$ cat config.mk
export PLATFORM = sky130hd
export DESIGN_NAME = ps2_move_decoder
export DESIGN_NICKNAME = d
export VERILOG_FILES = /design/src/rtl/snake_pkg.sv /design/src/rtl/ps2_frame_rx.sv /design/src/rtl/ps2_move_decoder.sv
export SDC_FILE = /design/constraint.sdc
export NUM_CORES = 1
export LEC_CHECK = 0
export CAP_MARGIN = 30
export CORE_ASPECT_RATIO = 0.7
export CORE_MARGIN = 2
export CORE_UTILIZATION = 44
export DETAILED_ROUTE_END_ITERATION = 6
export PLACE_DENSITY = 0.73
export SKIP_CTS_REPAIR_TIMING = 1
export SLEW_MARGIN = 10
export SYNTH_ARGS = -nofsm -noshare
export SYNTH_HDL_FRONTEND = slang
export SYNTH_SLANG_ARGS = --single-unit
$ cat constraint.sdc
create_clock -name clk -period 3.7 [get_ports clk]
set_clock_uncertainty 0.1 [all_clocks]
set_input_delay 0.74 -clock clk [delete_from_list [all_inputs] [get_ports clk]]
set_output_delay 0.74 -clock clk [all_outputs]
set_load 0.05 [all_outputs]
$ cat src/rtl/snake_pkg.sv
// Shared scan-code constants and direction/state encodings for the PS/2 input path
// and the snake direction logic.
package snake_pkg;

  localparam logic [7:0] SC_UP    = 8'h75;
  localparam logic [7:0] SC_DOWN  = 8'h72;
  localparam logic [7:0] SC_LEFT  = 8'h6B;
  localparam logic [7:0] SC_RIGHT = 8'h74;
  localparam logic [7:0] SC_EXT   = 8'hE0;
  localparam logic [7:0] SC_BREAK = 8'hF0;

  typedef enum logic [1:0] {
    UP    = 2'b00,
    DOWN  = 2'b01,
    LEFT  = 2'b10,
    RIGHT = 2'b11
  } dir_t;

  typedef enum logic [1:0] {
    RX_IDLE   = 2'b00,
    RX_DATA   = 2'b01,
    RX_PARITY = 2'b10,
    RX_STOP   = 2'b11
  } rx_state_t;

  function automatic logic is_arrow(input logic [7:0] sc);
    return (sc == SC_UP) || (sc == SC_DOWN) || (sc == SC_LEFT) || (sc == SC_RIGHT);
  endfunction

  function automatic dir_t arrow_dir(input logic [7:0] sc);
    case (sc)
      SC_DOWN:  return DOWN;
      SC_LEFT:  return LEFT;
      SC_RIGHT: return RIGHT;
      default:  return UP;
    endcase
  endfunction

endpackage

$ cat src/rtl/ps2_frame_rx.sv
// PS/2 byte receiver: input synchronizers, clock glitch filter, 11-bit frame FSM
// and an inactivity timeout that abandons partial frames.
module ps2_frame_rx
  import snake_pkg::*;
#(
  parameter int FILTER_LEN     = 4,
  parameter int TIMEOUT_CYCLES = 50000
) (
  input  logic       clk,
  input  logic       reset,
  input  logic       ps2_clk,
  input  logic       ps2_data,
  output logic [7:0] rx_byte,
  output logic       rx_valid,
  output logic       rx_err,
  output rx_state_t  rx_state
);

  localparam int FW = $clog2(FILTER_LEN + 1);
  localparam int TW = $clog2(TIMEOUT_CYCLES + 1);

  logic          clk_meta_q, clk_sync_q, dat_meta_q, dat_sync_q;
  logic          filt_q, filt_d;
  logic [FW-1:0] flt_cnt_q, flt_cnt_d;
  logic          fall;
  rx_state_t     state_q, state_d;
  logic [2:0]    bit_cnt_q, bit_cnt_d;
  logic [7:0]    shift_q, shift_d;
  logic          par_q, par_d;
  logic [TW-1:0] tmo_q, tmo_d;
  logic [7:0]    byte_q, byte_d;
  logic          valid_q, valid_d;
  logic          err_q, err_d;

  // Filtered clock flips only once the synchronized level has disagreed with it
  // for FILTER_LEN consecutive samples; the flip cycle to 0 is the sampling edge.
  always_comb begin
    filt_d    = filt_q;
    flt_cnt_d = '0;
    fall      = 1'b0;
    if (clk_sync_q != filt_q) begin
      if (flt_cnt_q == FW'(FILTER_LEN - 1)) begin
        filt_d = clk_sync_q;
        fall   = filt_q;
      end else begin
        flt_cnt_d = flt_cnt_q + 1'b1;
      end
    end
  end

  always_comb begin
    state_d   = state_q;
    bit_cnt_d = bit_cnt_q;
    shift_d   = shift_q;
    par_d     = par_q;
    byte_d    = byte_q;
    valid_d   = 1'b0;
    err_d     = 1'b0;

    if (state_q == RX_IDLE || fall) tmo_d = '0;
    else if (tmo_q != TW'(TIMEOUT_CYCLES)) tmo_d = tmo_q + 1'b1;
    else tmo_d = tmo_q;

    if (state_q != RX_IDLE && tmo_q == TW'(TIMEOUT_CYCLES)) begin
      state_d = RX_IDLE;
      err_d   = 1'b1;
    end else if (fall) begin
      case (state_q)
        RX_IDLE: begin
          if (!dat_sync_q) begin
            state_d   = RX_DATA;
            bit_cnt_d = 3'd0;
          end
        end
        RX_DATA: begin
          shift_d   = {dat_sync_q, shift_q[7:1]};
          bit_cnt_d = bit_cnt_q + 3'd1;
          if (bit_cnt_q == 3'd7) state_d = RX_PARITY;
        end
        RX_PARITY: begin
          par_d   = dat_sync_q;
          state_d = RX_STOP;
        end
        RX_STOP: begin
          state_d = RX_IDLE;
          if (dat_sync_q && (^{shift_q, par_q})) begin
            byte_d  = shift_q;
            valid_d = 1'b1;
          end else begin
            err_d = 1'b1;
          end
        end
        default: state_d = RX_IDLE;
      endcase
    end
  end

  always_ff @(posedge clk) begin
    if (reset) begin
      clk_meta_q <= 1'b1;
      clk_sync_q <= 1'b1;
      dat_meta_q <= 1'b1;
      dat_sync_q <= 1'b1;
      filt_q     <= 1'b1;
      flt_cnt_q  <= '0;
      state_q    <= RX_IDLE;
      bit_cnt_q  <= 3'd0;
      shift_q    <= 8'h00;
      par_q      <= 1'b0;
      tmo_q      <= '0;
      byte_q     <= 8'h00;
      valid_q    <= 1'b0;
      err_q      <= 1'b0;
    end else begin
      clk_meta_q <= ps2_clk;
      clk_sync_q <= clk_meta_q;
      dat_meta_q <= ps2_data;
      dat_sync_q <= dat_meta_q;
      filt_q     <= filt_d;
      flt_cnt_q  <= flt_cnt_d;
      state_q    <= state_d;
      bit_cnt_q  <= bit_cnt_d;
      shift_q    <= shift_d;
      par_q      <= par_d;
      tmo_q      <= tmo_d;
      byte_q     <= byte_d;
      valid_q    <= valid_d;
      err_q      <= err_d;
    end
  end

  assign rx_byte  = byte_q;
  assign rx_valid = valid_q;
  assign rx_err   = err_q;
  assign rx_state = state_q;

endmodule

$ cat src/rtl/ps2_move_decoder.sv
// Turns received PS/2 bytes into single turn pulses: tracks the break prefix and
// per-arrow held flags so typematic repeats do not retrigger a turn.
module ps2_move_decoder
  import snake_pkg::*;
#(
  parameter int FILTER_LEN     = 4,
  parameter int TIMEOUT_CYCLES = 50000
) (
  input  logic       clk,
  input  logic       reset,
  input  logic       ps2_clk,
  input  logic       ps2_data,
  output logic [2:1] move,
  output logic [1:0] dir_code,
  output logic       dir_valid,
  output logic [7:0] scan_code,
  output logic       scan_valid,
  output logic       frame_err,
  output rx_state_t  rx_state
);

  logic [7:0] rx_byte;
  logic       rx_valid;

  ps2_frame_rx #(
    .FILTER_LEN    (FILTER_LEN),
    .TIMEOUT_CYCLES(TIMEOUT_CYCLES)
  ) u_rx (
    .clk     (clk),
    .reset   (reset),
    .ps2_clk (ps2_clk),
    .ps2_data(ps2_data),
    .rx_byte (rx_byte),
    .rx_valid(rx_valid),
    .rx_err  (frame_err),
    .rx_state(rx_state)
  );

  logic       ext_q, ext_d;
  logic       brk_q, brk_d;
  logic [3:0] held_q, held_d;
  logic [2:1] move_q, move_d;
  dir_t       dir_code_q, dir_code_d;
  logic       dir_valid_q, dir_valid_d;
  dir_t       key;

  // The E0 prefix is tracked but arrows act identically with or without it.
  always_comb begin
    ext_d       = ext_q;
    brk_d       = brk_q;
    held_d      = held_q;
    move_d      = 2'b00;
    dir_valid_d = 1'b0;
    dir_code_d  = dir_code_q;
    key         = arrow_dir(rx_byte);
    if (rx_valid) begin
      if (rx_byte == SC_EXT) begin
        ext_d = 1'b1;
      end else if (rx_byte == SC_BREAK) begin
        brk_d = 1'b1;
      end else begin
        ext_d = 1'b0;
        brk_d = 1'b0;
        if (is_arrow(rx_byte)) begin
          if (brk_q) begin
            held_d[key] = 1'b0;
          end else if (!held_q[key]) begin
            held_d[key] = 1'b1;
            dir_valid_d = 1'b1;
            dir_code_d  = key;
            move_d      = (key == UP || key == LEFT) ? 2'b01 : 2'b10;
          end
        end
      end
    end
  end

  always_ff @(posedge clk) begin
    if (reset) begin
      ext_q       <= 1'b0;
      brk_q       <= 1'b0;
      held_q      <= 4'b0000;
      move_q      <= 2'b00;
      dir_code_q  <= DOWN;
      dir_valid_q <= 1'b0;
    end else begin
      ext_q       <= ext_d;
      brk_q       <= brk_d;
      held_q      <= held_d;
      move_q      <= move_d;
      dir_code_q  <= dir_code_d;
      dir_valid_q <= dir_valid_d;
    end
  end

  assign move       = move_q;
  assign dir_code   = dir_code_q;
  assign dir_valid  = dir_valid_q;
  assign scan_code  = rx_byte;
  assign scan_valid = rx_valid;

endmodule

---- Word-level counts from Yosys, hierarchy flattened ----
Index checks and enable logic that the tools add are counted.
W data, S select, Z words.
storage, ports and cells
  bits in registers ....................... 58
  input bits .............................. 4
  output and inout port bits .............. 17
  word-level logic and storage cells ...... 105
operators by class
  add/subtract/negate cells ............... 3
  $lt $le $gt $ge ......................... 2
  eq/ne operators ......................... 18
  muxes and demuxes ....................... 22
  bitwise operators ....................... 13
  reductions and logical operators ........ 28
operators by type and width
  operator                 count
  $eq A8 B7 Y1 const B     4
  $add A16 B1 Y16 const B  1
  $eq A16 B16 Y1 const B   1
  $eq A8 B8 Y1 const B     2
  $ne A16 B16 Y1 const B   1
  $mux W1                  11
  $not A1 Y1               10
  $reduce_and A3 Y1        3
  $reduce_xor A9 Y1        1
  $mux W4                  2
  $pmux W2 S4              1
  $reduce_and A4 Y1        2
  $reduce_or A7 Y1         1
  $add A3 B1 Y3 const B    2
  $eq A2 B2 Y1 const B     3
  $mux W2                  3
  $pmux W2 S3              1
  $pmux W3 S2              1
  $reduce_and A6 Y1        1
  $reduce_or A6 Y1         1
  $logic_or A1 B1 Y1       5
  $reduce_and A5 Y1        1
  $and A4 B4 Y4            1
  $logic_not A2 Y1         2
  19 further kinds         25

---- Depth between registers and ports, before layout ----
  depth in word-level cells ............... 9
  mapped depth ............................ 8

---- By module ----
Synthesis repeated with hierarchy kept, for this count alone.
second synthesis, totals
  cell total of the unflattened synthesis .. 302
  area total of the unflattened synthesis .. 2867.8 um2
modules (own cells, without submodules)
  module            instances  cells an instance  area an instance (um2)  sequential area each (um2)
  ps2_frame_rx      1          237                2269.7                  960.9
  ps2_move_decoder  1          65                 598.1                   200.2

---- Worst setup path before layout ----
OpenSTA, ideal clock, no wires.
  path kind ............................... flip-flop to flip-flop
  from .................................... register u_rx.state_q[0] (netlist: u_rx.rx_state[0])
  to ...................................... register u_rx.valid_q (netlist: u_rx.rx_valid)
  data arrival time ....................... 2.062 ns
  path slack .............................. 1.422 ns
  cell stages (with the launch flop) ...... 9
  period minus slack after synthesis ...... 2.278 ns
  cells stage by stage .................... dfxtp_1 inv_1 ha_1 nor4b_1 nand4_1 nand3_1 nor3b_1 buf_6 and2b_2
on the way
  cells in the longest elaborated chain, start to end .. 3
  elaborated cells between the ends (all ways) .. 5
ends and longest elaborated chain
  what                                                         RTL line                                source
  from (decl)                                                  ps2_frame_rx.sv:26                      rx_state_t state_q, state_d;
  from (signal assigned)                                       ps2_frame_rx.sv:121                     state_q <= state_d;
  $eq A2 B2 Y1 or $reduce_bool A2 Y1 (tied branches)           ps2_frame_rx.sv:68, ps2_frame_rx.sv:64
  $not A1 Y1 (no line) or $logic_and A1 B1 Y1 (tied branches)  n/a
  $reduce_or A4 Y1 (no line) (*)                               n/a
  to (signal assigned)                                         ps2_frame_rx.sv:127                     valid_q <= valid_d;
  to (decl)                                                    ps2_frame_rx.sv:32                      logic valid_q, valid_d;
Every way passes the cells marked *; elsewhere a longest branch is shown, timed or not.
A chain may end at the register's enable or synchronous reset.

---- Final worst setup path ----
  from .................................... register u_rx.byte_q[2] (netlist: u_rx.rx_byte[2])
  to ...................................... output scan_code[2]
RTL lines
  what                    RTL line                source
  from (decl)             ps2_frame_rx.sv:31      logic [7:0] byte_q, byte_d;
  from (signal assigned)  ps2_frame_rx.sv:126     byte_q <= byte_d;
  to (decl)               ps2_move_decoder.sv:16  output logic [7:0] scan_code,
No word-level cell between the ends.

==> impl_metrics.csv <==
group,metric,value,unit
global_routing,grt_usage,15.7,%
placed_design,io_buffers,20,
floorplanning,initial_core_util,46.4,%
placed_design,hpwlAfterDp,3450,um
cells_and_area,drive_above_1_share,8.54,%
timing,rsz0062_at_grt,"false",
timing,hold_viol,0,
cells_and_area,fin_area,0.00315,sq mm
critical_path,path_buf_inv,1,
placed_design,finalWeightedCongestion,0.835,
timing,post-route-period-util,68.2,%
route,vias,2036,
critical_path,crit_chain,"clkdlybuf4s50_1",
critical_path,crit_fanout,7,
route,firstDrtPassIters,4,
floorplanning,io_pins,21,
route,postRouteAntennaNets,0,
cts,clk_path_buf_depth,2,
floorplanning,die_y,69.5,um
timing,min_period,2.52,ns
cells_and_area,multiInputGateArea,0.00146,sq mm
route,vias_per_cell,5.21,
hold_path,hold_path.class,"flip-flop to flip-flop",
synthesis,ys_seq_area_share,43.1,%
synthesis,synthAdderAreaFrac,4.64,%
synthesis,synthDistinctLibCells,48,
timing,worstMarginPinSlew,0.562,ns
global_routing,antenna_found_initial,0,
cts,root_buffer,"clkbuf_8",
route,drc,0,
power_and_ir_drop,leakage,1.21,nW
cells_and_area,area.sequential,0.00116,sq mm
route,first_iter_violations,96,
route,routedWlPerCell,12.8,um
job,max-cap-violations,0,
critical_path,cp_top_family,"buffers and inverters",
global_routing,grt_start_max_net_pins,49,
timing,slew_violations,0,
synthesis,synth_top_area_cell,"dfxtp_1",
timing,slew-limit-headroom,62.6,%
critical_path,crit_required,2.86,ns
timing,fmax,0.396,GHz
synthesis,syn_nets,301,
cts,clk_latency,0.33,ns
route,routed_wirelength,4990,um
floorplanning,rows,23,
critical_path,crit_slowest_cell,"clkdlybuf4s50_1",
synthesis,yosys_warnings,0,
synthesis,ys_top_cells_by_area,"dfxtp_1, mux2i_1, nor2_1",
placed_design,pre_cts_ws,1.47,ns
power_and_ir_drop,vdd_drop_max,0.223,mV
timing,totalNegativeSetupSlack,0,ns
timing,setup_viol,0,
cts,clk_pin_slew_worst_paths,0.06,ns
timing,layout_setup_ws,1.18,ns
global_routing,grt_pass1_vias,1784,
floorplanning,dieArea,0.00678,sq mm
synthesis,muxShareOfSynthArea,8.54,%
cts,cts_sinks,58,
synthesis,synth_edf_count,0,
floorplanning,core,0.00581,sq mm
synthesis,synth_xor_area_share,7.66,%
cells_and_area,nets,325,
synthesis,syn_avg_cell_area,9.39,sq um
placed_design,dpl_cell_area,0.00296,sq mm
cts,cts_made_buffers,9,
global_routing,grt_pass1_wl,8500,um
critical_path,arrival,1.68,ns
power_and_ir_drop,power_density,375,mW/mm^2
global_routing,overflow,0,
cells_and_area,antenna_cells,0,
synthesis,synth_top_family_by_area,"simple AND/OR/NAND/NOR gates",
synthesis,synth_compound_area_share,7.01,%
synthesis,synthSimpleGateAreaFrac,26.1,%
synthesis,synth-seq-cells,58,
floorplanning,die_w,97.6,um
critical_path,worstSetupPathType,"flip-flop to output port",
synthesis,syn_area,0.00270,sq mm
critical_path,critPathLaunchType,"flip-flop",
synthesis,async_reset_ff_share,0,%
cts,cts-htree-levels,3,
cells_and_area,areaGrowthSynthToFinish,16.7,%
critical_path,cp-end-kind,"output port",
synthesis,synth_top_area_share,43.1,%
cts,cts_tree,"done",
outcome,outcome,"completed",
synthesis,synth_flop_cell,"dfxtp_1",
synthesis,synthCells,287,
cells_and_area,fillers,542,
critical_path,max_stage_delay,0.86,ns
cell usage after synthesis (all sizes together) (4+ instances only):
cell type / n
or2: 4
inv: 10
nand4: 7
nor2b: 5
ha: 10
or3: 6
nor3: 4
dfxtp: 58
xor2: 11
a21oi: 6
xnor2: 10
mux2i: 23
nand2b: 17
o21ai: 7
and3: 4
nand2: 12
clkbuf: 7
nand3: 11
nor2: 38
nor3b: 4
per-stage QoR:
stage	hold WS [ns]	utilization [%]	instances	total power, mW
2_1_floorplan	0.289	-	287	0.654
3_3_place_gp	0.293	51.0	375	0.660
3_5_place_dp	0.294	51.0	375	0.660
4_1_cts	0.309	54.1	391	1.20
5_1_grt	0.313	54.1	391	1.22
6_report	0.307	54.1	391	1.18
cell type report:
| class | instances | area share [%] |
|---|---|---|
| timing repair buffer | 22 | 6.84 |
| clock buffer | 14 | 5.49 |
| inverter | 10 | 1.19 |
| tap | 75 | 2.98 |
| sequential | 58 | 36.9 |
| multi-input combinational | 210 | 46.3 |
| clock inverter | 2 | 0.318 |
placed cells by master, fill, tap and decap left out, drive strengths merged, types with 2 or more instances in the layout:
cell type,Yosys,layout
mux2i,23,23
nor2,38,38
clkinv,0,2
o21ai,7,7
nor3b,4,4
nand2b,17,17
a211o,3,3
a21oi,6,6
nor2b,5,5
and2b,2,2
nand3b,2,2
a211oi,2,2
clkdlybuf4s50,0,20
inv,10,10
a311oi,2,2
clkbuf,7,14
a31o,2,2
or3,6,6
xor2,11,11
nor4b,2,2
nor3,4,4
nand4,7,7
xnor2,10,10
ha,10,10
nand3,11,11
and3,4,4
buf,2,2
and3b,2,2
nand4b,2,2
nand2,12,12
or2,4,4
dfxtp,58,58
report_power, final:
group          internal [mW]  switching [mW]  total, mW
combinational        0.00917         0.00904     0.0182
sequential             0.627         0.00154      0.628
clock                  0.296           0.236      0.532
flip-flops by register name (all words and copies together) (netlist names), named ones only:
register         count
u_rx.tmo_q          16
u_rx.rx_byte         8
u_rx.shift_q         8
u_rx.bit_cnt_q       3
u_rx.flt_cnt_q       3
dir_code             2
move                 2
u_rx.rx_state        2
brk_q                1
dir_valid            1
u_rx.clk_meta_q      1
u_rx.clk_sync_q      1
u_rx.dat_meta_q      1
u_rx.dat_sync_q      1
u_rx.filt_q          1
u_rx.par_q           1
u_rx.rx_err          1
u_rx.rx_valid        1
kinds of logic (layout without fill, tap and decap cells):
family | after synthesis | count (layout)
and+or+nand+nor | 127 | 127
AOI/OAI and AO/OA | 28 | 28
buffers and inverters | 19 | 48
DFF | 58 | 58
xor gates and xnor gates | 22 | 22
muxes | 23 | 23
adders and majority gates | 10 | 10
per-layer routing:
metal	routed length, um	share of wire, %	up-vias	track usage [%]
li1	-	-	1048	-
met1	2610	52	948	21.1
met2	2100	42	27	22.1
met4	90	1.8	0	6.94
met5	0	0	-	0
met3	188	3.8	13	6.05
final timing paths:
path / startpoint / end / slack, ns / depth (start not counted)
max reg2reg: u_rx.rx_state[0] / u_rx.shift_q[4] / 1.58 / 7
max: u_rx.rx_byte[2] / scan_code[2] / 1.18 / 1
min: u_rx.clk_meta_q / u_rx.clk_sync_q / 0.31 / 1
min reg2reg: u_rx.clk_meta_q / u_rx.clk_sync_q / 0.31 / 1
(Power assumes the default switching activity.)
